File: src/rtl/surf_cin_pkg.sv
// Shared types and constants for the CIN receiver.
// Optional error counter is enabled by SURF_CIN_ERRCNT_EN.
package surf_cin_pkg;

  typedef enum logic [2:0] {
    ST_IDLE,
    ST_SEARCH,
    ST_SLIP_WAIT,
    ST_VERIFY,
    ST_LOCKED,
    ST_FAIL
  } state_t;

  localparam logic [31:0] TRAIN_DEFAULT = 32'hA55A6996;
  localparam int SLIP_WAIT_CYCLES = 4;
  localparam int NUM_SLIPS = 8;

endpackage

File: src/rtl/surf_cin_if.sv
// CIN receiver data/status bundle.
// errcnt_o exists only with SURF_CIN_ERRCNT_EN.
interface surf_cin_if;

  logic [7:0]  cin_data_i;
  logic        align_start_i;
  logic        bitslip_o;
  logic        locked_o;
  logic        align_fail_o;
  logic [31:0] command_o;
  logic        command_valid_o;
`ifdef SURF_CIN_ERRCNT_EN
  logic [15:0] errcnt_o;
`endif

  modport master (
    output cin_data_i, align_start_i,
    input  bitslip_o, locked_o, align_fail_o,
    input  command_o, command_valid_o
`ifdef SURF_CIN_ERRCNT_EN
    , input errcnt_o
`endif
  );

  modport slave (
    input  cin_data_i, align_start_i,
    output bitslip_o, locked_o, align_fail_o,
    output command_o, command_valid_o
`ifdef SURF_CIN_ERRCNT_EN
    , output errcnt_o
`endif
  );

endinterface

File: src/rtl/surf_cin_window.sv
// Byte shift window with optional inversion and
// training-word comparator.
module surf_cin_window
  import surf_cin_pkg::*;
#(
  parameter logic [31:0] TRAIN_SEQUENCE = TRAIN_DEFAULT,
  parameter bit          CIN_INV        = 1'b0
) (
  input  logic        clk,
  input  logic        rst,
  input  logic [7:0]  cin_data,
  output logic [31:0] window,
  output logic        match
);

  always_ff @(posedge clk or posedge rst) begin
    if (rst) window <= '0;
    else     window <= {window[23:0], cin_data ^ {8{CIN_INV}}};
  end

  assign match = (window == TRAIN_SEQUENCE);

endmodule

File: src/rtl/surf_cin_receiver.sv
// CIN word aligner and command decoder.
// SURF_CIN_ERRCNT_EN adds the near-training error counter.
module surf_cin_receiver
  import surf_cin_pkg::*;
#(
  parameter logic [31:0] TRAIN_SEQUENCE = TRAIN_DEFAULT,
  parameter bit          CIN_INV        = 1'b0,
  parameter int          LOCK_COUNT     = 4,
  parameter int          SEARCH_CYCLES  = 8
) (
  input  logic      sysclk_i,
  input  logic      sysclk_rst_i,
  surf_cin_if.slave cin
);

  localparam int          SLIP_W    = $clog2(NUM_SLIPS);
  localparam logic [3:0]  LOCK_N    = 4'(LOCK_COUNT);
  localparam logic [7:0]  SRCH_LAST = 8'(SEARCH_CYCLES - 1);
  localparam logic [1:0]  WAIT_LAST = 2'(SLIP_WAIT_CYCLES - 1);
  localparam logic [15:0] TRAIN_HI  = TRAIN_SEQUENCE[31:16];

  logic [31:0] window;
  logic        match;

  state_t              state_q, state_n;
  logic [1:0]          phase_q, phase_n;
  logic [SLIP_W-1:0]   slip_q, slip_n;
  logic [3:0]          mcnt_q, mcnt_n;
  logic [7:0]          srch_q, srch_n;
  logic [1:0]          wait_q, wait_n;
  logic                bslip_q, bslip_n;
  logic                fail_q, fail_n;
  logic [31:0]         cmd_q, cmd_n;
  logic                vld_q, vld_n;
  logic                boundary;

  surf_cin_window #(
    .TRAIN_SEQUENCE (TRAIN_SEQUENCE),
    .CIN_INV        (CIN_INV)
  ) u_window (
    .clk      (sysclk_i),
    .rst      (sysclk_rst_i),
    .cin_data (cin.cin_data_i),
    .window   (window),
    .match    (match)
  );

  // phase 3 marks a full word in the window
  assign boundary = (phase_q == 2'd3);

`ifdef SURF_CIN_ERRCNT_EN
  logic [15:0] err_q, err_n;
  logic        near_hit;

  assign near_hit = (window[31:16] == TRAIN_HI) && !match;
  assign cin.errcnt_o = err_q;

  always_ff @(posedge sysclk_i or posedge sysclk_rst_i) begin
    if (sysclk_rst_i) err_q <= '0;
    else              err_q <= err_n;
  end

  always_comb begin
    err_n = err_q;
    if (cin.align_start_i)
      err_n = '0;
    else if (state_q == ST_LOCKED && boundary
             && near_hit && err_q != 16'hFFFF)
      err_n = err_q + 16'd1;
  end
`endif

  always_ff @(posedge sysclk_i or posedge sysclk_rst_i) begin
    if (sysclk_rst_i) begin
      state_q <= ST_IDLE;
      phase_q <= '0;
      slip_q  <= '0;
      mcnt_q  <= '0;
      srch_q  <= '0;
      wait_q  <= '0;
      bslip_q <= 1'b0;
      fail_q  <= 1'b0;
      cmd_q   <= '0;
      vld_q   <= 1'b0;
    end else begin
      state_q <= state_n;
      phase_q <= phase_n;
      slip_q  <= slip_n;
      mcnt_q  <= mcnt_n;
      srch_q  <= srch_n;
      wait_q  <= wait_n;
      bslip_q <= bslip_n;
      fail_q  <= fail_n;
      cmd_q   <= cmd_n;
      vld_q   <= vld_n;
    end
  end

  always_comb begin
    state_n = state_q;
    phase_n = phase_q + 2'd1;
    slip_n  = slip_q;
    mcnt_n  = mcnt_q;
    srch_n  = srch_q;
    wait_n  = wait_q;
    bslip_n = 1'b0;
    fail_n  = fail_q;
    cmd_n   = cmd_q;
    vld_n   = 1'b0;
    if (cin.align_start_i) begin
      state_n = ST_SEARCH;
      slip_n  = '0;
      mcnt_n  = '0;
      srch_n  = '0;
      wait_n  = '0;
      fail_n  = 1'b0;
    end else begin
      unique case (state_q)
        ST_IDLE: ;
        ST_SEARCH: begin
          if (match) begin
            phase_n = '0;
            mcnt_n  = 4'd1;
            state_n = (LOCK_N == 4'd1) ? ST_LOCKED : ST_VERIFY;
          end else if (srch_q == SRCH_LAST) begin
            bslip_n = 1'b1;
            slip_n  = slip_q + 1'b1;
            wait_n  = '0;
            state_n = ST_SLIP_WAIT;
          end else begin
            srch_n = srch_q + 8'd1;
          end
        end
        ST_SLIP_WAIT: begin
          if (wait_q == WAIT_LAST) begin
            srch_n  = '0;
            state_n = (slip_q == '0) ? ST_FAIL : ST_SEARCH;
          end else begin
            wait_n = wait_q + 2'd1;
          end
        end
        ST_VERIFY: begin
          if (boundary && match) begin
            mcnt_n = mcnt_q + 4'd1;
            if (mcnt_n == LOCK_N) state_n = ST_LOCKED;
          end else if (boundary) begin
            bslip_n = 1'b1;
            slip_n  = slip_q + 1'b1;
            wait_n  = '0;
            state_n = ST_SLIP_WAIT;
          end
        end
        ST_LOCKED: begin
          if (boundary && !match) begin
            cmd_n = window;
            vld_n = 1'b1;
          end
        end
        ST_FAIL: begin
          fail_n  = 1'b1;
          state_n = ST_IDLE;
        end
        default: state_n = ST_IDLE;
      endcase
    end
  end

  assign cin.bitslip_o       = bslip_q;
  assign cin.locked_o        = (state_q == ST_LOCKED);
  assign cin.align_fail_o    = fail_q;
  assign cin.command_o       = cmd_q;
  assign cin.command_valid_o = vld_q;

endmodule

File: src/flat_wrapper.sv
// flat-port wrapper written by rule: the top's interface ports become plain ports
module surf_cin_receiver_flat import surf_cin_pkg::*;
#(
  parameter logic [31:0] TRAIN_SEQUENCE = TRAIN_DEFAULT,
  parameter bit          CIN_INV        = 1'b0,
  parameter int          LOCK_COUNT     = 4,
  parameter int          SEARCH_CYCLES  = 8
)
  (sysclk_i, sysclk_rst_i, cin_cin_data_i, cin_align_start_i, cin_bitslip_o, cin_locked_o, cin_align_fail_o, cin_command_o, cin_command_valid_o);
  surf_cin_if cin_i ();
  input  logic sysclk_i;
  input  logic sysclk_rst_i;
  input wire logic [$bits(cin_i.cin_data_i)-1:0] cin_cin_data_i;
  input wire logic [$bits(cin_i.align_start_i)-1:0] cin_align_start_i;
  output wire logic [$bits(cin_i.bitslip_o)-1:0] cin_bitslip_o;
  output wire logic [$bits(cin_i.locked_o)-1:0] cin_locked_o;
  output wire logic [$bits(cin_i.align_fail_o)-1:0] cin_align_fail_o;
  output wire logic [$bits(cin_i.command_o)-1:0] cin_command_o;
  output wire logic [$bits(cin_i.command_valid_o)-1:0] cin_command_valid_o;
  assign cin_i.cin_data_i = cin_cin_data_i;
  assign cin_i.align_start_i = cin_align_start_i;
  assign cin_bitslip_o = cin_i.bitslip_o;
  assign cin_locked_o = cin_i.locked_o;
  assign cin_align_fail_o = cin_i.align_fail_o;
  assign cin_command_o = cin_i.command_o;
  assign cin_command_valid_o = cin_i.command_valid_o;
  surf_cin_receiver #(.TRAIN_SEQUENCE(TRAIN_SEQUENCE), .CIN_INV(CIN_INV), .LOCK_COUNT(LOCK_COUNT), .SEARCH_CYCLES(SEARCH_CYCLES)) u_core (.sysclk_i(sysclk_i), .sysclk_rst_i(sysclk_rst_i), .cin(cin_i));
endmodule
File: config.mk
export PLATFORM = sky130hd
export DESIGN_NAME = surf_cin_receiver_flat
export DESIGN_NICKNAME = d
export VERILOG_FILES = /design/src/rtl/surf_cin_pkg.sv /design/src/rtl/surf_cin_if.sv /design/src/rtl/surf_cin_window.sv /design/src/rtl/surf_cin_receiver.sv /design/src/flat_wrapper.sv
export SDC_FILE = /design/constraint.sdc
export NUM_CORES = 1
export LEC_CHECK = 0
export ABC_CLOCK_PERIOD_IN_PS = 2000
export CAP_MARGIN = 20
export CORE_ASPECT_RATIO = 1.75
export CORE_UTILIZATION = 49
export DETAILED_ROUTE_END_ITERATION = 16
export PLACE_DENSITY = 0.77
export SYNTH_ARGS = -nofsm -noshare
export SYNTH_HDL_FRONTEND = slang
export SYNTH_HIERARCHICAL = 1
export SYNTH_SLANG_ARGS = --single-unit
File: constraint.sdc
create_clock -name sysclk_i -period 2 [get_ports sysclk_i]
set_clock_uncertainty 0.05 [all_clocks]
set_input_delay 0.4 -clock sysclk_i [delete_from_list [all_inputs] [get_ports sysclk_i]]
set_output_delay 0.4 -clock sysclk_i [all_outputs]
set_load 0.05 [all_outputs]
# After elaboration in Yosys (flattened, before gate mapping)
# Cells that the tools add are included.
# word_totals
ff_bits	89
latchBits	0
ram_bits	0
romBits	0
input_bits	11
out_inout_bits	36
wordCells	101
mem_count	0
# classes
addsub	5
multipliers	0
div_mod_pow	0
order_cmp	0
n_eq_ne	23
shifts	0
muxes	45
bitwise	1
n_reduce_logical	16
# ops
operator	count
two-way mux 3 bit	13
== test 32 bit (second input constant)	1
two-way mux 8 bit	4
two-way mux 2 bit	9
case mux 8 bit (2 select lines)	1
inequality test 3 x 2 -> 1 bit (second input constant)	5
two-way mux 4 bit	3
inequality test 3 bit (second input constant)	4
case mux 3 bit (4 select lines)	1
two-way mux 1 bit	10
AND reduction 5 bit	2
adder 8 x 1 -> 8 bit (second input constant)	1
== test 8 x 3 -> 1 bit (second input constant)	1
inequality test 4 x 2 -> 1 bit (second input constant)	2
case mux 4 bit (2 select lines)	1
== test 3 x 2 -> 1 bit (second input constant)	2
== test 3 bit (second input constant)	2
zero test 3 bit	2
case mux 2 bit (3 select lines)	1
case mux 3 bit (2 select lines)	1
AND reduction 3 bit	2
AND reduction 6 bit	1
nonzero test 3 bit	2
adder 2 x 1 -> 2 bit (second input constant)	2
15 further kinds	17

# Longest topological paths before layout
# Gate-level depths: netlist of run 1.
# logic_depth
ltp_word	6
depth_mapped	9
mapped_depth_nobuf	8

# Hierarchy
# The synthesis of run 1 kept the hierarchy.
# modules_own_cells
module	n_inst	cells_per_inst	area_per_inst_um2	seq_area_each_um2
surf_cin_receiver	1	222	2672.6	1426.4
surf_cin_window	1	44	920.9	800.8

# Least setup slack after synthesis of run 1
# No wires, ideal clock.
# synth_path
path_type	register -> register
startpoint	reg u_core.state_q[2]
endpoint	reg u_core.cmd_q[10] (netlist: u_core/cin.command_o[10])
setup_time_ns	0.128
arrival_ns	2.106
t_required_ns	1.822
path_slack_ns	-0.284
stages_incl_launch_ff	7
path_buffers	2
period_less_slack_ns	2.284
cell_sequence	dfrtp_1 > buf_2 > inv_2 > nor3_2 > nand3_2 > buf_2 > mux2_1
# synth_via
elab_chain_cells	2
# synth_rtl
element	line_no	text
start, declared	surf_cin_receiver.sv:25	state_t state_q, state_n;
start signal, assigned	surf_cin_receiver.sv:86	state_q <= state_n;
== test 3 bit	-	
via cin_locked_o	flat_wrapper.sv:16	output wire logic [$bits(cin_i.locked_o)-1:0] cin_locked_o;
AND reduction 3 bit (no source line)	-	
end signal, assigned	surf_cin_receiver.sv:94	cmd_q <= cmd_n;
end, declared	surf_cin_receiver.sv:33	logic [31:0] cmd_q, cmd_n;
# The timed path passes the listed nets, and every way through them passes these cells.
# A chain may end at the register's enable or synchronous reset.

# Worst setup path in the final report of run 1
# layout_path
startpoint	reg u_core.u_window.window[1]
endpoint	reg u_core.srch_q[5]
# layout_via
elab_chain_cells	3
# layout_rtl
element	line_no	text
start, declared	surf_cin_window.sv:12	output logic [31:0] window,
start signal, assigned	surf_cin_window.sv:18	else window <= {window[23:0], cin_data ^ {8{CIN_INV}}};
== test 32 bit	surf_cin_window.sv:21	assign match = (window == TRAIN_SEQUENCE);
via u_core.match	surf_cin_receiver.sv:23	logic match;
inequality test 3 bit (no source line)	-	
AND reduction 4 bit (no source line)	-	
end signal, assigned	surf_cin_receiver.sv:90	srch_q <= srch_n;
end, declared	surf_cin_receiver.sv:29	logic [7:0] srch_q, srch_n;
# The timed path passes the listed nets, and every way through them passes these cells.

==> results.py, run 1 <==
metrics = {
    "timing": {
        "fin_setup_tns_ns": -0.194,
        "setup_slack_ns": -0.0391,
        "setup_viol": 9,
        "slew_violations": 0,
        "fmax_mhz": 490,
        "rsz0062_at_grt": "yes",
        "timing.slew.headroom_pct": 53.8,
        "period_share_pct": 102,
        "worstMarginPinSlew_ns": 0.691,
        "layout_min_cycle_time_ns": 2.04,
        "finalHoldViolCount": 0,
    },
    "floorplan": {
        "io_pins": 47,
        "die-width_um": 66.7,
        "core_area_um2": 7130,
        "start_util_pct": 50.4,
        "die_area_um2": 7690,
        "num_rows": 41,
        "die_h_um": 115,
    },
    "synthesis": {
        "synthCells": 266,
        "ys_ff_latch": 89,
        "ys_types": 57,
        "avgSynthCellArea_um2": 13.5,
        "netlist_area_um2": 3590,
        "synth_edf_count": 0,
        "synth_warnings": 6,
        "yosysSeqAreaShare_pct": 62.0,
        "postSynthNetCount": 284,
        "dominantRegCellSynth": "dfrtp_1",
        "synthArstFlopShare_pct": 100,
    },
    "clock_tree": {
        "hold_buffers": 0,
        "numCtsBuffers": 9,
        "clk_pin_slew_ns": 0.06,
        "root_buffer": "clkbuf_16",
        "clk_latency_ns": 0.33,
        "cts_sinks": 89,
        "cts_max_path_buffers": 2,
        "cts_tree": "built",
        "htree_levels": 3,
    },
    "power_and_ir_drop": {
        "p_int_mw": 3.24,
        "totalPowerFinal_mw": 4.25,
        "power.net_switching_mw": 1.02,
        "ir_drop_v": 0.000703,
        "clockPowerShare_pct": 42.8,
        "power.leakage_nw": 2.50,
        "switching_share_pct": 23.9,
        "p_comb_share_pct": 11.7,
        "power.density_nw_per_um2": 848,
        "seq_power_share_pct": 45.6,
    },
    "worst_setup_path": {
        "path_max_fanout": 5,
        "reg2reg_depth": 9,
        "r2r_slack_ns": -0.04,
        "cp.required_ns": 2.15,
        "timing.rr.end": "u_core/srch_q[5]",
        "startpoint_type": "register",
        "critical_path_arrival_ns": 2.19,
        "path_class": "reg -> reg",
        "r2r_start": "u_core/u_window/window[1]",
        "crit_path_end_kind": "register",
    },
    "final_layout": {
        "final_util_pct": 70.3,
        "drive_gt1_share_pct": 30.2,
        "instances_no_fill": 453,
        "fin_nets": 380,
        "stdcell_area_um2": 5010,
        "area_growth_pct": 39.6,
        "multi_input_area_um2": 1430,
        "num_antenna_cells": 0,
        "seqCellArea_um2": 2230,
        "fillers": 475,
    },
    "global_routing": {
        "grt_max_degree": 33,
        "grt.total_usage_pct": 23.1,
        "global_route.overflow_total": 0,
        "grt_first_pass_wirelength_um": 12900,
        "antenna_found_initial": 0,
        "grt_pass1_vias": 2680,
    },
    "status": {
        "status": "complete, but fails checks",
        "violations": "setup timing",
    },
    "drt": {
        "via_count": 2501,
        "drt-initial-drc-count": 123,
        "wl_um": 8110,
        "viasPerCell": 5.52,
        "drt_pass1_iterations": 4,
        "wl_per_cell_um": 17.9,
        "remaining_drc_errors": 0,
        "antenna_left": 0,
    },
    "hold_path": {
        "min_to": "u_core/u_window/window[22]",
        "worstHoldStart": "u_core/u_window/window[14]",
        "hold_depth": 0,
        "holdCritPathClass": "reg -> reg",
    },
    "placement": {
        "portBuffers": 46,
        "globalplace.congestion": 0.895,
        "dp.cells": 435,
        "hpwl_um": 5530,
        "postPlaceCellArea_um2": 4500,
    },
    "flow_run": {
        "maxCapViolCount": 0,
    },
}
per-stage QoR:
| stage | hold slack, ns | setup slack (ns) |
|---|---|---|
| 3_3_place_gp | 0.318 | -0.153 |
| 6_report | 0.349 | -0.0391 |
| 2_1_floorplan | 0.310 | 0.00646 |
| 5_1_grt | 0.366 | -0.0887 |
| 4_1_cts | 0.353 | -0.0514 |
| 3_5_place_dp | 0.334 | -0.245 |
layout make-up:
cell class / instances / share of cell area (%)
multi-input combinational: 156 / 28.4
inverter: 12 / 0.898
clock buffer: 10 / 4.77
sequential: 89 / 44.4
clock inverter: 6 / 1.80
tap: 86 / 2.15
timing repair buffer: 94 / 17.6
cell usage after synthesis (2+ instances only):
| cell | n | area share [%] |
|---|---|---|
| dfrtp_1 | 89 | 62 |
| mux2_1 | 29 | 9.1 |
| nor2_1 | 15 | 1.6 |
| o21ai_0 | 12 | 1.7 |
| inv_1 | 10 | 1.0 |
| nand2_1 | 8 | 0.84 |
| buf_2 | 7 | 0.97 |
| ha_1 | 7 | 2.4 |
| nand2b_1 | 7 | 1.2 |
| a21oi_1 | 6 | 0.84 |
| and3_1 | 5 | 0.87 |
| and4bb_1 | 5 | 1.7 |
| nand4_1 | 5 | 0.87 |
| mux2_2 | 4 | 1.3 |
| a31oi_1 | 3 | 0.52 |
| and4bb_2 | 3 | 1.0 |
| o31ai_1 | 3 | 0.63 |
| and2_1 | 2 | 0.35 |
| inv_2 | 2 | 0.21 |
| mux2i_1 | 2 | 0.56 |
| nand3_1 | 2 | 0.28 |
| nand3b_1 | 2 | 0.42 |
| nor3_2 | 2 | 0.56 |
| o21ai_1 | 2 | 0.28 |
| or3b_1 | 2 | 0.49 |
per-layer routing:
metal | GRT usage (%) | share of wire, % | wire, um | vias up
met3 | 4.37 | 3.5 | 283 | 23
met4 | 12.1 | 3.8 | 308 | 0
met1 | 24.4 | 36 | 2920 | 1265
met2 | 41.9 | 57 | 4600 | 63
met5 | 0 | 0 | 0 | -
li1 | - | - | - | 1150
how the worst max path moves through the flow:
| stage | start | to | slack, ns |
|---|---|---|---|
| 2_1_floorplan | u_core/u_window/window[5] | u_core/state_q[1] | 0.006 |
| 3_3_place_gp | u_core/u_window/window[22] | u_core/srch_q[5] | -0.15 |
| 3_5_place_dp | u_core/u_window/window[22] | u_core/srch_q[5] | -0.24 |
| 4_1_cts | u_core/u_window/window[10] | u_core/state_q[1] | -0.05 |
| 5_1_grt | u_core/u_window/window[12] | u_core/state_q[1] | -0.09 |
| 6_report | u_core/u_window/window[1] | u_core/srch_q[5] | -0.04 |
worst max-delay path, cell delays in order, from the launching register on:
cell and delay [ns]:
dfrtp_1 0.40, and4bb_2 0.25, nand4_1 0.17, nor2_4 0.06
or3b_1 0.40, a21oi_4 0.20, buf_4 0.13, o22ai_1 0.06
nand2_1 0.11, o41ai_2 0.06
logic make-up (layout without fill, tap and decap cells):
logic type | count (synthesis) | after routing | synth area share, %
fa+ha+maj | 7 | 7 | 2.44
buf+inv | 21 | 122 | 2.54
flops | 89 | 89 | 62.0
compound gates | 42 | 42 | 8.43
mux | 36 | 36 | 11.3
xor+xnor | 2 | 2 | 0.488
simple gates | 69 | 69 | 12.8
state kept, by name (all words and copies together) (netlist names):
| name | cells |
|---|---|
| u_core/cin.align_fail_o | 1 |
| u_core/cin.bitslip_o | 1 |
| u_core/cin.command_o | 32 |
| u_core/cin.command_valid_o | 1 |
| u_core/mcnt_q | 4 |
| u_core/phase_q | 2 |
| u_core/slip_q | 3 |
| u_core/srch_q | 8 |
| u_core/state_q | 3 |
| u_core/u_window/window | 32 |
| u_core/wait_q | 2 |
timing repair:
action                                 in CTS  in global routing
setup buffers                               1                  0
endpoints found under the hold margin       0                  0
cloned                                      0                  1
resized for setup                          15                 20
setup endpoints to repair                  48                 54
pin swaps                                   6                  6
power by group through the flow:
stage | combinational [mW] | sequential [mW] | clock [mW]
after floorplan | 0.252 | 1.95 | 0
after global placement | 0.433 | 1.96 | 0
after detailed placement | 0.443 | 1.97 | 0
after CTS | 0.480 | 1.94 | 1.85
after global routing | 0.537 | 1.94 | 1.92
final | 0.497 | 1.94 | 1.82
placed cells by master (no fill, tap or decap), types with 3 or more instances in the layout:
| cell | netlist | routed |
|---|---|---|
| dfrtp_1 | 89 | 89 |
| buf_4 | 1 | 50 |
| clkdlybuf4s50_1 | 0 | 35 |
| mux2_1 | 29 | 19 |
| nor2_1 | 15 | 13 |
| mux2_4 | 1 | 12 |
| clkbuf_16 | 0 | 10 |
| inv_1 | 10 | 9 |
| nand2_1 | 8 | 8 |
| o21ai_0 | 12 | 8 |
| ha_1 | 7 | 7 |
| nand2b_1 | 7 | 6 |
| o21ai_1 | 2 | 6 |
| nand4_1 | 5 | 5 |
| and4bb_1 | 5 | 5 |
| dlymetal6s2s_1 | 0 | 4 |
| buf_12 | 0 | 4 |
| and3_1 | 5 | 4 |
| a21oi_1 | 6 | 4 |
| a31oi_1 | 3 | 3 |
| inv_2 | 2 | 3 |
| mux2_2 | 4 | 3 |
| and4bb_2 | 3 | 3 |
(Power assumes the default switching activity.)
==> run 2, diff against run 1 <==
ABC_AREA = 1   (was unset)
==> run 2 against run 1 <==
  * The run now ends clean
  * Maximum frequency grew 3.5%
  * Combinational power grew to 3.1 times the previous value
  * Clock power is 5% higher
  * Setup slack gained 0.069 ns
  * Utilization down 5.5 points
  * Critical path depth shrank 8
  * Synthesized area rose by 3.8%
  * Die area increased by 3.7%
==> results.py, run 2 <==
metrics = {
    "power_and_ir_drop": {
        "seq_power_share_pct": 39.7,
        "totalPowerFinal_mw": 5.70,
        "p_comb_share_pct": 26.8,
        "switching_share_pct": 33.6,
        "p_int_mw": 3.79,
        "power.net_switching_mw": 1.91,
        "clockPowerShare_pct": 33.4,
        "ir_drop_v": 0.000805,
        "power.density_nw_per_um2": 1210,
        "power.leakage_nw": 2.48,
    },
    "synthesis": {
        "postSynthNetCount": 442,
        "synthCells": 424,
        "synth_warnings": 6,
        "synth_edf_count": 0,
        "dominantRegCellSynth": "dfrtp_1",
        "synthTopCellsByArea": "dfrtp_1 (60%), nand2_1 (17%), inv_1 (4.5%), nor2_1 (3.7%), ha_1 (2.3%)",
        "yosysSeqAreaShare_pct": 59.7,
        "synthDominantCellAreaShare_pct": 59.7,
        "avgSynthCellArea_um2": 8.79,
        "netlist_area_um2": 3730,
        "synth.most_common_cell": "nand2_1",
        "ys_ff_latch": 89,
        "synth_commonest_cells": "nand2_1 (169), dfrtp_1 (89), inv_1 (45)",
        "synthArstFlopShare_pct": 100,
        "yosys.area.top_type": "dfrtp_1",
        "ys_types": 25,
    },
    "final_layout": {
        "final_common_cell": "nand2_1",
        "final_util_pct": 64.9,
        "drive_gt1_share_pct": 13.8,
        "num_antenna_cells": 0,
        "area_growth_pct": 26.7,
        "fin_nets": 504,
        "layout_common_cells": "nand2_1 (169), dfrtp_1 (89), inv_1 (44)",
    },
    "drt": {
        "viasPerCell": 5.09,
        "drt_pass1_iterations": 4,
        "via_count": 2935,
        "drt-initial-drc-count": 144,
        "remaining_drc_errors": 0,
        "antenna_left": 0,
        "wl_per_cell_um": 13.6,
        "wl_um": 7830,
    },
    "global_routing": {
        "grt.total_usage_pct": 21.9,
        "grt_pass1_vias": 3027,
        "antenna_found_initial": 0,
        "grt_first_pass_wirelength_um": 13000,
        "global_route.overflow_total": 0,
        "grt_max_degree": 33,
    },
    "timing": {
        "period_share_pct": 98.5,
        "rsz0062_at_grt": "no",
        "timing.slew.headroom_pct": 66.3,
        "finalHoldViolCount": 0,
        "setup_viol": 0,
        "fmax_mhz": 508,
        "worstMarginPinSlew_ns": 0.503,
        "layout_min_cycle_time_ns": 1.97,
        "fin_setup_tns_ns": 0,
        "slew_violations": 0,
        "hold_slack_ns": 0.346,
    },
    "clock_tree": {
        "cts_tree": "built",
        "cts_sinks": 89,
        "clk_latency_ns": 0.34,
        "root_buffer": "clkbuf_16",
        "cts_max_path_buffers": 2,
        "hold_buffers": 0,
        "clk_pin_slew_ns": 0.06,
        "numCtsBuffers": 9,
        "htree_levels": 3,
    },
    "worst_setup_path": {
        "critPathTopFamily": "buffers and inverters",
        "slowest_delay_ns": 0.81,
        "critical_path_arrival_ns": 1.52,
        "crit_slowest_cell": "clkdlybuf4s50_1",
        "crit_path_cell_trace": "clkdlybuf4s50_1",
        "cp.required_ns": 1.55,
        "path_max_fanout": 2,
        "worst-path-buf-inv": 1,
        "path_class": "reg -> out",
        "startpoint_type": "register",
        "crit_path_end_kind": "output port",
    },
    "floorplan": {
        "die_h_um": 117,
        "die-width_um": 67.9,
        "num_rows": 41,
        "die_area_um2": 7980,
        "io_pins": 47,
        "start_util_pct": 51.2,
        "core_area_um2": 7280,
    },
    "status": {
        "status": "finished clean",
    },
    "hold_path": {
        "holdCritPathClass": "in -> async",
    },
    "placement": {
        "portBuffers": 46,
        "hpwl_um": 5550,
        "globalplace.congestion": 0.868,
    },
    "flow_run": {
        "maxCapViolCount": 0,
    },
}
-- run 2: changes by cell type after synthesis, moves of 7 or more --
cell	change
nand2_1	+161
nand3_1	+15
nand2b_1	-7
inv_1	+35
nor2_1	+22
mux2_1	-29
-- run 2: worst paths after layout --
check	start	to	slack, ns	cells past startpoint
max	u_core/cin.command_o[21]	cin_command_o[21]	0.03	1
min	sysclk_rst_i	u_core/cin.command_o[11]	0.35	2
max reg2reg	u_core/u_window/window[3]	u_core/cin.command_o[1]	0.19	12
min reg2reg	u_core/u_window/window[11]	u_core/u_window/window[19]	0.35	0
max in group asynchronous	sysclk_rst_i	u_core/cin.align_fail_o	1.07	3
min in group sysclk_i	u_core/u_window/window[11]	u_core/u_window/window[19]	0.35	0
-- run 2: routing by layer --
layer / global-route usage (%) / part of all wire [%]
met1: 22.9 / 38
met2: 38.4 / 55
met3: 4.38 / 3.7
met4: 12.5 / 3.2
met5: 0 / 0
-- run 2: layout make-up --
type / instances / area, um2
Inverter: 51 / 191
Sequential cell: 89 / 2230
Multi-Input combinational cell: 276 / 1270
Clock inverter: 5 / 103
Tap cell: 86 / 108
Timing Repair Buffer: 59 / 578
Clock buffer: 11 / 243
Fill cell: 617 / 2560
-- run 2: cell families after synthesis --
kind of cell / Yosys count / share of synthesized area [%]
adders and majority gates: 7 / 2.35
xor gates and xnor gates: 1 / 0.235
and+or+nand+nor: 245 / 27.6
buffers and inverters: 59 / 6.34
AOI/OAI and AO/OA: 23 / 3.72
DFF: 89 / 59.7
-- run 2: through the flow --
stage	setup slack, ns	instance area (um2)	std cells
after floorplan	0.134	3730	424
after global placement	0.0556	4350	559
after detailed placement	-0.0158	4350	559
after CTS	0.0176	4690	575
after global routing	0.00111	4720	577
final	0.0297	4720	577
-- run 2: repair_timing --
item                       4_1_cts  5_1_grt
setup endpoints to repair        0       51
resized for setup                0        6
setup buffers                    0        2
-- run 2: power groups by stage --
stage	Clock [mW]	Sequential, mW	Combinational (mW)
floorplan	0	2.73	0.620
global placement	0	2.28	1.49
detailed placement	0	2.29	1.53
CTS	1.94	2.27	1.54
global route	2.00	2.30	1.67
finish	1.91	2.27	1.53
==> patch (config.mk and constraints of run 2) <==
Encoding of `state_t`: now Gray code (3 bits for 6 states).
--- a/src/rtl/surf_cin_pkg.sv
+++ b/src/rtl/surf_cin_pkg.sv
@@ -5,8 +5,8 @@
   typedef enum logic [2:0] {
-    ST_IDLE,
-    ST_SEARCH,
-    ST_SLIP_WAIT,
-    ST_VERIFY,
-    ST_LOCKED,
-    ST_FAIL
+    ST_IDLE      = 3'b000,
+    ST_SEARCH    = 3'b001,
+    ST_SLIP_WAIT = 3'b011,
+    ST_VERIFY    = 3'b010,
+    ST_LOCKED    = 3'b110,
+    ST_FAIL      = 3'b111
   } state_t;
Check against the original RTL: no difference found for any inputs over 10 cycles, from zero or initial values and one cycle with sysclk_rst_i high; not proved beyond that.
==> patch against run 2 <==
- maximum frequency up 0.34%
- critical path depth unchanged
- global-route usage up 1.3 points
- wire length up 4.5%
- sequential cell count unchanged
- worst setup slack better by 0.0066 ns
- synthesized area up 0.17%
- cell area down 2.8%
- non-clock buffer count unchanged
- critical endpoint is now cin_command_o[12]
Power is not compared: it rests on default switching activity, and its combinational part moved more than twofold at a synthesized area within 25%.
==> patch: results (changes against run 2) <==
placement:
  place_hpwl_um: 5920  # was 5550 um
  place_inst: 560  # was 559
  dp_slack_ns: 0.0746  # was -0.0158 ns
  gp_congestion: 0.842  # was 0.868
  placed_cell_area_mm2: 0.00430  # was 0.00435 mm^2
worst_setup_path:
  worstSetupStartpoint: "u_core/cin.command_o[12]"  # was u_core/cin.command_o[21]
  crit_end: "cin_command_o[12]"  # was cin_command_o[21]
  cp_slowest_cell: "clkdlybuf4s50_1"  # unchanged
drt:
  drtIter0Drc: 138  # was 144
  via_per_inst: 5.14  # was 5.09
  drt-wirelength-per-cell_um: 14.2  # was 13.6 um
  wl_met1_um: 3050  # was 2960 um
  wl_met3_um: 261  # was 293 um
  dr_wl_met2_um: 4540  # was 4330 um
global_route:
  met3_usage: 0.0504  # was 0.0438
  grt_overflow: 0  # unchanged
  grt_max_degree: 58  # was 33
  use_met2: 0.392  # was 0.384
  grt_pass1_vias: 2961  # was 3027
final_layout:
  fillers: 630  # was 617
  fin_cells: 575  # was 577
  nNetsFinal: 503  # was 504
synth:
  synth.top_cells.by_area: "dfrtp_1 60%, nand2_1 17%, inv_1 4.3%"  # was dfrtp_1 60%, nand2_1 17%, inv_1 4.5%
  avgSynthCellArea_um2: 8.75  # was 8.79 um^2
  synthTopCellsByCount: "171 x nand2_1, 89 x dfrtp_1, 43 x inv_1"  # was 169 x nand2_1, 89 x dfrtp_1, 45 x inv_1
  synth_nets: 445  # was 442
  ys_seq_area_frac: 0.596  # was 0.597
timing:
  relSlewSlack: 0.648  # was 0.663
  timing.hold.ws_ns: 0.350  # was 0.346 ns
clock_network:
  clock_latency_ns: 0.34  # about the same
hold_path:
  min_to: "u_core/u_window/window[14]"
  hold_class: "flop to flop"  # was primary input to asynchronous set/reset pin
run_status:
  status: "completed"  # unchanged
[patch: cell types whose count changed after synthesis, moves of 3 or more]
cell     before  now
nand3_2       5    2
nand4_1       6   12
nor2_1       37   41
nor2_2        4    1
o21ai_0      14    8
o21ai_1       0    6
o21ai_2       4    0
[patch: what timing repair did]
item	in CTS	in global routing
setup endpoints to repair	0	53
buffers inserted	0	0
gates resized for setup	0	7
[patch: cell families after synthesis]
family	count (synthesis)	synth area share
compound gates	20	0.0281
fa+ha+maj	7	0.0234
flops	89	0.596
simple gates	251	0.281
xor+xnor	1	0.00235
buf+inv	59	0.0690
[patch: area by class of cell]
cell class                      count  area (um^2)  area share
Sequential cell                    89         2230       0.485
Multi-Input combinational cell    279         1260       0.276
Timing Repair Buffer               59          551       0.120
Clock buffer                       12          246      0.0537
Inverter                           47          176      0.0384
Tap cell                           86          108      0.0234
Clock inverter                      3         17.5     0.00382
